### config.mk
export PLATFORM = sky130hd
export DESIGN_NAME = addr_reg_slave_flat
export DESIGN_NICKNAME = d
export VERILOG_FILES = /design/src/rtl/addr_reg_slave_if.sv /design/src/rtl/addr_reg_slave.sv /design/src/flat_wrapper.sv
export SDC_FILE = /design/constraint.sdc
export NUM_CORES = 1
export LEC_CHECK = 0
export CAP_MARGIN = 20
export CORE_ASPECT_RATIO = 1.2
export CORE_MARGIN = 5
export CORE_UTILIZATION = 50
export DETAILED_ROUTE_END_ITERATION = 16
export PLACE_DENSITY = 0.83
export SYNTH_ARGS = -nofsm -noshare
export SYNTH_HDL_FRONTEND = slang
export SYNTH_SLANG_ARGS = --single-unit
### constraint.sdc
create_clock -name clk_clk -period 2.08 [get_ports clk_clk]
set_clock_uncertainty 0.15 [all_clocks]
set_input_delay 0.208 -clock clk_clk [delete_from_list [all_inputs] [get_ports clk_clk]]
set_output_delay 0.208 -clock clk_clk [all_outputs]
set_load 0.01 [all_outputs]
### src/rtl/addr_reg_slave_if.sv
// Avalon-MM slave port bundle for the address-master register bank.
// The master drives the command and the slave returns data and stall.
interface addr_reg_slave_if #(
    parameter int ADDR_W = 3,
    parameter int DATA_W = 8
) ();
    logic [ADDR_W-1:0] address;
    logic              write;
    logic [DATA_W-1:0] writedata;
    logic              read;
    logic [DATA_W-1:0] readdata;
    logic              readdatavalid;
    logic              waitrequest;

    modport master (
        output address, write, writedata, read,
        input  readdata, readdatavalid, waitrequest
    );

    modport slave (
        input  address, write, writedata, read,
        output readdata, readdatavalid, waitrequest
    );
endinterface

### src/rtl/addr_reg_slave.sv
// Eight-byte Avalon-MM register bank with fixed wait states, sticky update flags
// and a saturating committed-write counter exported as conduits.

module addr_reg_slice #(
    parameter int                 DATA_W      = 8,
    parameter logic [DATA_W-1:0]  RESET_VALUE = '0
) (
    input  logic              clk,
    input  logic              rst_n,
    input  logic              we,
    input  logic [DATA_W-1:0] wdata,
    input  logic              clr,
    output logic [DATA_W-1:0] q,
    output logic              upd
);
    // A commit sets the flag even when a clear arrives on the same edge.
    always_ff @(posedge clk) begin
        if (!rst_n) begin
            q   <= RESET_VALUE;
            upd <= 1'b0;
        end else begin
            if (we)
                q <= wdata;
            if (we)
                upd <= 1'b1;
            else if (clr)
                upd <= 1'b0;
        end
    end
endmodule

module addr_reg_slave #(
    parameter int                ADDR_W      = 3,
    parameter int                DATA_W      = 8,
    parameter logic [DATA_W-1:0] RESET_VALUE = 8'h00,
    localparam int               NUM_REGS    = 2 ** ADDR_W
) (
    input  logic                         clk_clk,
    input  logic                         reset_reset_n,
    addr_reg_slave_if.slave              avs,
    output logic [NUM_REGS*DATA_W-1:0]   reg_out_conduit,
    output logic [NUM_REGS-1:0]          updated_conduit,
    input  logic                         clear_flags_conduit,
    output logic [15:0]                  write_count_conduit
);
    typedef enum logic [1:0] {IDLE, WR_ACK, RD_WAIT, RD_ACK} state_t;

    state_t                           state_q, state_d;
    logic   [ADDR_W-1:0]              addr_q;
    logic   [DATA_W-1:0]              wdata_q;
    logic   [DATA_W-1:0]              rdata_q;
    logic                             rdv_q, rdv_d;
    logic                             wait_q, wait_d;
    logic   [15:0]                    cnt_q;
    logic                             latch_wr, latch_rd, load_rd, commit, rd_clr;
    logic   [NUM_REGS-1:0][DATA_W-1:0] regs;
    logic   [NUM_REGS-1:0]            upd;

    always_comb begin
        state_d  = state_q;
        latch_wr = 1'b0;
        latch_rd = 1'b0;
        load_rd  = 1'b0;
        commit   = 1'b0;
        rd_clr   = 1'b0;
        case (state_q)
            IDLE: begin
                if (avs.write) begin
                    state_d  = WR_ACK;
                    latch_wr = 1'b1;
                end else if (avs.read) begin
                    state_d  = RD_WAIT;
                    latch_rd = 1'b1;
                end
            end
            WR_ACK: begin
                // A write withdrawn during the ack cycle is aborted silently.
                commit  = avs.write;
                state_d = IDLE;
            end
            RD_WAIT: begin
                load_rd = 1'b1;
                state_d = RD_ACK;
            end
            RD_ACK: begin
                rd_clr  = rdv_q;
                state_d = IDLE;
            end
            default: state_d = IDLE;
        endcase
        wait_d = !((state_d == WR_ACK) || (state_d == RD_ACK));
        // Data is only reported if the master still holds read going into the ack.
        rdv_d  = (state_q == RD_WAIT) && avs.read;
    end

    always_ff @(posedge clk_clk) begin
        if (!reset_reset_n) begin
            state_q <= IDLE;
            addr_q  <= '0;
            wdata_q <= '0;
            rdata_q <= '0;
            rdv_q   <= 1'b0;
            wait_q  <= 1'b1;
            cnt_q   <= '0;
        end else begin
            state_q <= state_d;
            rdv_q   <= rdv_d;
            wait_q  <= wait_d;
            if (latch_wr || latch_rd)
                addr_q <= avs.address;
            if (latch_wr)
                wdata_q <= avs.writedata;
            if (load_rd)
                rdata_q <= regs[addr_q];
            if (commit && (cnt_q != 16'hFFFF))
                cnt_q <= cnt_q + 16'd1;
        end
    end

    for (genvar i = 0; i < NUM_REGS; i++) begin : g_reg
        logic hit;
        assign hit = (addr_q == ADDR_W'(i));

        addr_reg_slice #(
            .DATA_W      (DATA_W),
            .RESET_VALUE (RESET_VALUE)
        ) u_slice (
            .clk   (clk_clk),
            .rst_n (reset_reset_n),
            .we    (commit && hit),
            .wdata (wdata_q),
            .clr   (clear_flags_conduit || (rd_clr && hit)),
            .q     (regs[i]),
            .upd   (upd[i])
        );
    end

    assign avs.readdata        = rdata_q;
    assign avs.readdatavalid   = rdv_q;
    assign avs.waitrequest     = wait_q;
    assign reg_out_conduit     = regs;
    assign updated_conduit     = upd;
    assign write_count_conduit = cnt_q;
endmodule

### src/flat_wrapper.sv
// flat-port wrapper written by rule: the top's interface ports become plain ports
module addr_reg_slave_flat 
#(
    parameter int                ADDR_W      = 3,
    parameter int                DATA_W      = 8,
    parameter logic [DATA_W-1:0] RESET_VALUE = 8'h00,
    localparam int               NUM_REGS    = 2 ** ADDR_W
)
  (clk_clk, reset_reset_n, reg_out_conduit, updated_conduit, clear_flags_conduit, write_count_conduit, avs_address, avs_write, avs_writedata, avs_read, avs_readdata, avs_readdatavalid, avs_waitrequest);
  addr_reg_slave_if #(.ADDR_W(ADDR_W), .DATA_W(DATA_W)) avs_i ();
  input  logic clk_clk;
  input  logic reset_reset_n;
  output logic [NUM_REGS*DATA_W-1:0] reg_out_conduit;
  output logic [NUM_REGS-1:0] updated_conduit;
  input  logic clear_flags_conduit;
  output logic [15:0] write_count_conduit;
  input wire logic [$bits(avs_i.address)-1:0] avs_address;
  input wire logic [$bits(avs_i.write)-1:0] avs_write;
  input wire logic [$bits(avs_i.writedata)-1:0] avs_writedata;
  input wire logic [$bits(avs_i.read)-1:0] avs_read;
  output wire logic [$bits(avs_i.readdata)-1:0] avs_readdata;
  output wire logic [$bits(avs_i.readdatavalid)-1:0] avs_readdatavalid;
  output wire logic [$bits(avs_i.waitrequest)-1:0] avs_waitrequest;
  assign avs_i.address = avs_address;
  assign avs_i.write = avs_write;
  assign avs_i.writedata = avs_writedata;
  assign avs_i.read = avs_read;
  assign avs_readdata = avs_i.readdata;
  assign avs_readdatavalid = avs_i.readdatavalid;
  assign avs_waitrequest = avs_i.waitrequest;
  addr_reg_slave #(.ADDR_W(ADDR_W), .DATA_W(DATA_W), .RESET_VALUE(RESET_VALUE)) u_core (.clk_clk(clk_clk), .reset_reset_n(reset_reset_n), .avs(avs_i), .reg_out_conduit(reg_out_conduit), .updated_conduit(updated_conduit), .clear_flags_conduit(clear_flags_conduit), .write_count_conduit(write_count_conduit));
endmodule
==> results of run 1 <==
[power by group through the flow]
| stage | registers (mW) | clock network (mW) | logic (mW) |
|---|---|---|---|
| after global placement | 2.24 | 0 | 0.298 |
| after global routing | 2.20 | 1.85 | 0.331 |
| after floorplan | 2.21 | 0 | 0.201 |
| final | 2.19 | 1.75 | 0.311 |
| after CTS | 2.19 | 1.77 | 0.310 |
| after detailed placement | 2.24 | 0 | 0.307 |
[worst max-delay path, delay by kind of cell (launching register included)]
kind / cells / cell delay [ns]
fa+ha+maj: 1 / 0.25
flops: 1 / 0.35
buf+inv: 1 / 0.19
simple gates: 3 / 0.72
compound gates: 1 / 0.15
[cell usage after synthesis (all sizes together) (5+ instances only)]
cell | count | area [µm²]
dfxtp | 111 | 2220
nand4 | 7 | 43.8
or3 | 8 | 50.1
nor3 | 5 | 30.0
mux2i | 63 | 631
buf | 23 | 141
o21ai | 38 | 190
nor4 | 5 | 46.3
a21oi | 39 | 195
nor2 | 63 | 236
nand2 | 44 | 165
or2 | 5 | 31.3
mux4 | 16 | 360
nand2b | 6 | 37.5
clkbuf | 25 | 93.8
[metal layers]
layer / vias up / share of wire [%] / track usage (%)
met5: - / 0 / 0
met2: 184 / 51 / 42.3
met4: 0 / 3.3 / 12.4
met3: 33 / 6.8 / 4.86
met1: 2016 / 39 / 26.7
li1: 1974 / - / -
[area by class of cell]
cell class              count  area share (%)
flip-flops and latches    111            34.8
clock inverters             7            1.23
clock buffers               9            3.53
well taps                 123            2.41
multi-input cells         335            35.9
repair buffers            145            21.9
inverters                   5           0.294
[path summary, 6_finish.rpt]
kind         slack [ns]                          start                              to
max reg2reg        0.19  u_core.write_count_conduit[0]  u_core.write_count_conduit[13]
min                0.30         u_core.avs.readdata[7]          u_core.avs.readdata[7]
max                0.19  u_core.write_count_conduit[0]  u_core.write_count_conduit[13]
min reg2reg        0.30         u_core.avs.readdata[7]          u_core.avs.readdata[7]
[logic make-up (layout without fill, tap and decap cells)]
family	count (synthesis)	in the layout	share of synthesized area (%)
multiplexers	79	79	20.8
adder cells (fa/ha/maj)	1	1	0.262
flip-flops	111	111	46.6
AO/OA/AOI/OAI	94	94	10.8
AND/OR/NAND/NOR	160	160	16.1
buffers and inverters	53	166	5.33
XOR/XNOR	1	1	0.184
[metrics by stage]
| step | setup slack, ns | hold slack (ns) | cells | power (mW) |
|---|---|---|---|---|
| 5_1_grt | 0.0978 | 0.339 | 735 | 4.38 |
| 2_1_floorplan | 0.285 | 0.204 | 499 | 2.41 |
| 4_1_cts | 0.199 | 0.307 | 735 | 4.27 |
| 3_5_place_dp | -0.106 | 0.294 | 719 | 2.55 |
| 3_3_place_gp | -0.0386 | 0.294 | 719 | 2.54 |
| 6_report | 0.194 | 0.302 | 735 | 4.26 |
[sequential cells by signal (all words and copies together) (netlist names)]
register	count
u_core.g.u_slice.q	64
u_core.write_count_conduit	16
u_core.avs.readdata	8
u_core.g.u_slice.upd	8
u_core.wdata_q	8
u_core.addr_q	3
u_core.state_q	2
u_core.avs.readdatavalid	1
u_core.avs.waitrequest	1
==> reports/results.ini, run 1 <==
[logic_synthesis]
async_flop_share_pct=0
ys.flop_type=dfxtp_1
ys_seq_elements=111
synthCells=499
synth_area_um2=4770
yosys_warnings=0
syn-num-nets=516
yosysUniqueCellTypes=40
yosysSeqAreaShare_pct=46.6
syn-mean-instance-area_um2=9.56
synth_edf_count=0

[power]
vdd_drop_max_v=0.000426
power_density_nw_per_um2=667
swShare_pct=23.9
pwr-share-seq_pct=51.5
p_clk_share_pct=41.2
p_sw_mw=1.02
power_leakage_nw=2.42
comb_power_share_pct=7.3
p_int_mw=3.24

[route]
wl_um=13700
ant_nets=0
initialDrtViolationCount=301
vias=4207
drc=0
wire_per_inst_um=18.7
dr.pass1.iters=5
viasPerCell=5.72

[sta]
period_needed_ns=1.89
maxSlewViolCount=0
fin_crit_sh_pct=90.7
tns_ns=0
max_freq_ghz=0.530
setup_viol=0
rsz0062_at_grt=false
hold_viol=0
maxSlewHeadroom_pct=71.8
tightest_slew_ns=0.419

[die]
die-area_um2=11600
ios=114
fp.coreArea_um2=9420
rows=39
die_w_um=99.1
start_util_pct=50.6
die_h_um=117

[clocking]
cts_root_buf=clkbuf_16
cts_tree=built
cts_resized=0
cts_max_level=3
hold_buffers=0
cts.clk_slew.worst_paths_ns=0.07
cts-buffers-inserted=9
cts.path.max_buffers=2
cts.sinks=111
insertion_delay_ns=0.35
cts_setup_buffers=0

[final_layout]
final_nets=624
utilization_pct=67.8
multi_input_area_um2=2290
antenna_cells=0
final_area_um2=6390
ff_latch_area_um2=2220
n_fill_cell=696
layout-drive-gt1-share_pct=11.8
final_cell_mix=clkdlybuf4s50_1, dfxtp_1, nor2_1, mux2i_1, nand2_1
syn_to_final_growth_pct=34.0
mostFrequentLayoutCell=clkdlybuf4s50_1

[grt]
antenna_found_initial=0
globalRouteTotalUtil_pct=23.7
grt_overflow_total=0
grt_start_max_net_pins=78
grt_pass1_wl_um=21700
grt_pass1_vias=4330

[placed_design]
place_congestion=0.899
dp_hpwl_um=9790
portBuffers=113
place_area_um2=6080

[setup_path]
path_class=reg -> reg
end_kind=flop
cp.arrival_ns=2.01
worst-path-max-fanout=17
worstPathCellList=ha_1 > nand3_1 > nor4_4 > buf_4 > or4_1 > a21oi_1
required_ns=2.21
cp_slowest_cell=or4_1
cp_slowest_stage_delay_ns=0.51
reg2reg_depth=6
cp-start-kind=flop

[worst_hold_path]
hp-class=reg -> reg
min_path_cells=2

[status]
status=completed

[run]
max_cap_violations=0

No activity file was read; power rests on OpenSTA's default activity.
==> run 2, diff against run 1 <==
CORE_UTILIZATION = 56   (was 50)
DONT_BUFFER_PORTS = 1   (was not set)
HOLD_SLACK_MARGIN = 0.1   (was not set)
PLACE_DENSITY = 0.74   (was 0.83)
==> reports/results.ini, run 2 (same netlist as run 1, synthesis figures left out) <==
[clocking]
cts_tree=built
cts_max_level=3
cts_root_buf=clkbuf_8
cts.path.max_buffers=2
cts.clk_slew.worst_paths_ns=0.10
insertion_delay_ns=0.38
cts.sinks=111
cts-buffers-inserted=9

[placed_design]
place_ws_ns=0.158
place_area_um2=4940
place_congestion=0.810
dp_hpwl_um=9200
portBuffers=0
dp_cells=601

[setup_path]
cp_slowest_stage_delay_ns=0.72
end_kind=flop
reg2reg_depth=4
critPathTopFamily=simple AND/OR/NAND/NOR gates
regToRegSetupSlack_ns=0.15
cp-start-kind=flop
worst-path-stages=4
worst-path-max-fanout=9
path_class=reg -> reg
cp_slowest_cell=or3_1
critPathBufInv=0
cp.arrival_ns=2.04
required_ns=2.19
worstPathCellList=nand3b_1 > or3_1 > mux2i_1 > nor2_1

[die]
rows=37
die-area_um2=10500
fp.coreArea_um2=8430
ios=114
start_util_pct=56.6
die_h_um=111
die_w_um=94.2

[worst_hold_path]
hp-class=in -> reg
min_path_cells=4

[final_layout]
mostFrequentLayoutCell=dfxtp_1
final_nets=529
layout-drive-gt1-share_pct=14.9
instances_no_fill=634
final_area_um2=5330
antenna_cells=0
regMostFlops=u_core.g.u_slice.q
syn_to_final_growth_pct=11.8
largest_reg_flops=64
final_cell_mix=dfxtp_1, nor2_1, mux2i_1, nand2_1, a21oi_1

[grt]
grt_use_met1_pct=30.4
grt_util_met2_pct=41.5
antenna_found_initial=0
top_usage_layer=met2
grt_overflow_total=0
globalRouteTotalUtil_pct=25.1
grt_pass1_wl_um=20500
grt.met3_usage_pct=8.35
grt_pass1_vias=3788
grt_start_max_net_pins=55

[sta]
layout_setup_ws_ns=0.154
tightest_slew_ns=0.688
rsz0062_at_grt=false
fin_crit_sh_pct=92.6
tns_ns=0
hold_viol=0
period_needed_ns=1.93
maxSlewHeadroom_pct=54.1
maxSlewViolCount=0
setup_viol=0
max_freq_ghz=0.519

[status]
status=completed

[route]
dr.pass1.iters=7
viasPerCell=5.96
wire_per_inst_um=20.2
wl_um=12800
vias=3776
initialDrtViolationCount=236
drc=0
ant_nets=0

[power]
power_density_nw_per_um2=729
power_leakage_nw=2.08
vdd_drop_max_v=0.000455

[run]
max_cap_violations=0

==> run 2: cell count changes in the layout (fill, tap and decap cells not counted), sizes merged <==
cell,delta
clkinv,+2
clkinvlp,-2
buf,+3
dlygate4sd3,+15
inv,-1
bufinv,+1
clkdlybuf4s50,-113
==> run 2: power breakdown <==
group          leakage [nW]  switching [mW]  internal, mW  total, mW
sequential            0.897          0.0525          2.15       2.20
combinational          1.07           0.152         0.114      0.266
clock                 0.114           0.735         0.683       1.42
==> run 2: layout make-up <==
cell class	count	area, µm²
clock buffer	9	124
clock inverter	7	96.3
fill	742	3090
inverter	5	18.8
multi-input combinational	335	2300
sequential	111	2220
tap	117	146
timing repair buffer	50	425
==> run 2: per-stage QoR <==
stage          total power [mW]  utilization (%)  hold WS [ns]
6_report                   3.89             63.3         0.106
2_1_floorplan              2.41                -         0.204
3_5_place_dp               2.49             58.7         0.183
5_1_grt                    4.04             63.3         0.113
4_1_cts                    3.90             63.1         0.101
3_3_place_gp               2.48             58.7         0.181
==> run 2: repair_timing <==
action	in CTS	in global routing
buffers inserted	0	2
endpoints found under the hold margin	39	0
gates resized for setup	0	1
hold buffers	15	0
setup endpoints to repair	0	2
==> run 2: worst paths after layout <==
| path | start | endpoint |
|---|---|---|
| setup reg to reg | u_core.state_q[1] | u_core.g_reg[2].u_slice.q[0] |
| setup / recovery | u_core.state_q[1] | u_core.g_reg[2].u_slice.q[0] |
| hold reg to reg | u_core.avs.readdata[7] | u_core.avs.readdata[7] |
| hold / removal | avs_write | u_core.addr_q[2] |
==> run 2: worst reg2reg max path, delay by kind of cell (launching register included) <==
family,cells,cell delay [ns]
muxes,1,0.28
DFF,1,0.33
and+or+nand+nor,3,1.06
==> run 2: layer usage <==
metal | wire length, µm | share of wire (%)
met5 | 0 | 0
met4 | 306 | 2.4
met3 | 1240 | 9.7
met2 | 6410 | 50
met1 | 4840 | 38
==> run 3, diff against run 2 <==
SETUP_SLACK_MARGIN = 0.15   (was not set)
==> reports/results.ini, run 3 (same netlist as run 1, synthesis figures left out) <==
[placed_design]
dp_hpwl_um=9200
portBuffers=0
place_congestion=0.810
dp_cells=601
place_ws_ns=0.158
place_area_um2=4940

[final_layout]
multi_input_area_um2=2320
largest_reg_flops=64
final_area_um2=5370
final_nets=530
instances_no_fill=635
antenna_cells=0
layout-drive-gt1-share_pct=16.6
regMostFlops=u_core.g.u_slice.q
ff_latch_area_um2=2230
mostFrequentLayoutCell=dfxtp_1
n_fill_cell=740
final_cell_mix=dfxtp_1, mux2i_1, nor2_1, nand2_1, a21oi_1
syn_to_final_growth_pct=12.5

[route]
highest_layer=met4
initialDrtViolationCount=266
ant_nets=0
wire_per_inst_um=20.4
dr_wl_met2_um=6490
drc=0
dr.pass1.iters=4
dr_wl_met3_um=1220
viasPerCell=5.98
wl_um=13000
wl_met1_um=4900
vias=3796

[die]
die_h_um=111
ios=114
rows=37
die_w_um=94.2
die-area_um2=10500
start_util_pct=56.6
fp.coreArea_um2=8430

[power]
vdd_drop_max_v=0.000454
swShare_pct=24.3
p_total_mw=3.90
p_int_mw=2.95
power_leakage_nw=2.09
power_density_nw_per_um2=726
p_clk_share_pct=36.6
comb_power_share_pct=6.9
pwr-share-seq_pct=56.5
p_sw_mw=0.949

[sta]
hold_viol=0
max_freq_ghz=0.520
tns_ns=0
tightest_slew_ns=0.653
setup_viol=0
rsz0062_at_grt=true
layout_setup_ws_ns=0.158
period_needed_ns=1.92
maxSlewHeadroom_pct=56.5
fin_crit_sh_pct=92.4
maxSlewViolCount=0

[grt]
grt_pass1_vias=3786
grt_overflow_total=0
globalRouteTotalUtil_pct=25.0
grt_pass1_wl_um=20500
grt_start_max_net_pins=55
antenna_found_initial=0

[setup_path]
reg2reg_depth=4
required_ns=2.25
worst-path-max-fanout=7
reg2reg_from=u_core.state_q[1]
worstPathCellList=nand3b_1 > or3_1 > or4_1 > a21oi_1
startpoint=u_core.state_q[1]
critPathTopFamily=simple AND/OR/NAND/NOR gates
path_class=reg -> reg
critPathBufInv=0
cp-start-kind=flop
worst-path-stages=4
regToRegSetupSlack_ns=0.16
cp_slowest_cell=or3_1
cp.arrival_ns=2.09
worst_r2r_endpoint=u_core.write_count_conduit[13]
end_kind=flop
cp_slowest_stage_delay_ns=0.52

[clocking]
cts_tree=built
cts.clk_slew.worst_paths_ns=0.11
cts-buffers-inserted=9
insertion_delay_ns=0.38
cts_root_buf=clkbuf_8
cts_max_level=3
cts.sinks=111
cts.path.max_buffers=2

[worst_hold_path]
hp-class=in -> reg
hp-start=avs_write
min_path_cells=4
holdPathEnd=u_core.addr_q[2]

[run]
max_cap_violations=0

[status]
status=completed

==> run 3: changes by cell type in the layout (fill, tap and decap cells not counted), sizes merged <==
cell,before,now
buf,35,36
==> run 3: worst max-delay path by stage <==
stage	endpoint	slack, ns
final	u_core.write_count_conduit[13]	0.16
after global routing	u_core.write_count_conduit[13]	0.06
after CTS	u_core.write_count_conduit[2]	0.16
after detailed placement	u_core.write_count_conduit[2]	0.16
after global placement	u_core.write_count_conduit[2]	0.23
after floorplan	u_core.write_count_conduit[2]	0.28
==> run 3: final cells by class <==
| class | instances | area share, % |
|---|---|---|
| clock inverters | 7 | 1.80 |
| clock buffers | 9 | 2.31 |
| inverters | 5 | 0.396 |
| flip-flops and latches | 111 | 41.5 |
| repair buffers | 51 | 8.07 |
| well taps | 117 | 2.73 |
| multi-input cells | 335 | 43.2 |
==> run 3: stage by stage <==
| step | hold slack (ns) | util, % |
|---|---|---|
| 6_report | 0.101 | 63.7 |
| 5_1_grt | 0.121 | 63.7 |
| 4_1_cts | 0.101 | 63.1 |
| 3_5_place_dp | 0.183 | 58.7 |
| 3_3_place_gp | 0.181 | 58.7 |
| 2_1_floorplan | 0.204 | - |
==> run 3: worst min-delay path: stages <==
cell and delay, ns:
nor2_1 0.08, nor3_1 0.09, mux2i_1 0.13, nor2_1 0.08
==> run 3: repair_timing <==
action | CTS | global route
buffers inserted | 0 | 3
hold buffers | 15 | 0
gates resized for setup | 1 | 10
hold endpoints to repair | 39 | 0
pin swaps | 1 | 2
cloned | 0 | 0
endpoints found under the setup margin | 1 | 40
==> run 3: power by group through the flow <==
stage	clock network (mW)	registers (mW)	logic [mW]
5_1_grt	1.54	2.21	0.288
3_5_place_dp	0	2.25	0.236
2_1_floorplan	0	2.21	0.201
3_3_place_gp	0	2.25	0.232
6_report	1.43	2.20	0.269
4_1_cts	1.43	2.20	0.264
==> run 3: routing by layer <==
metal  vias up  global-route usage (%)
met2       162                    41.5
met3        34                    8.35
met5         -                       0
met1      1821                    30.4
li1       1779                       -
met4         0                    8.00
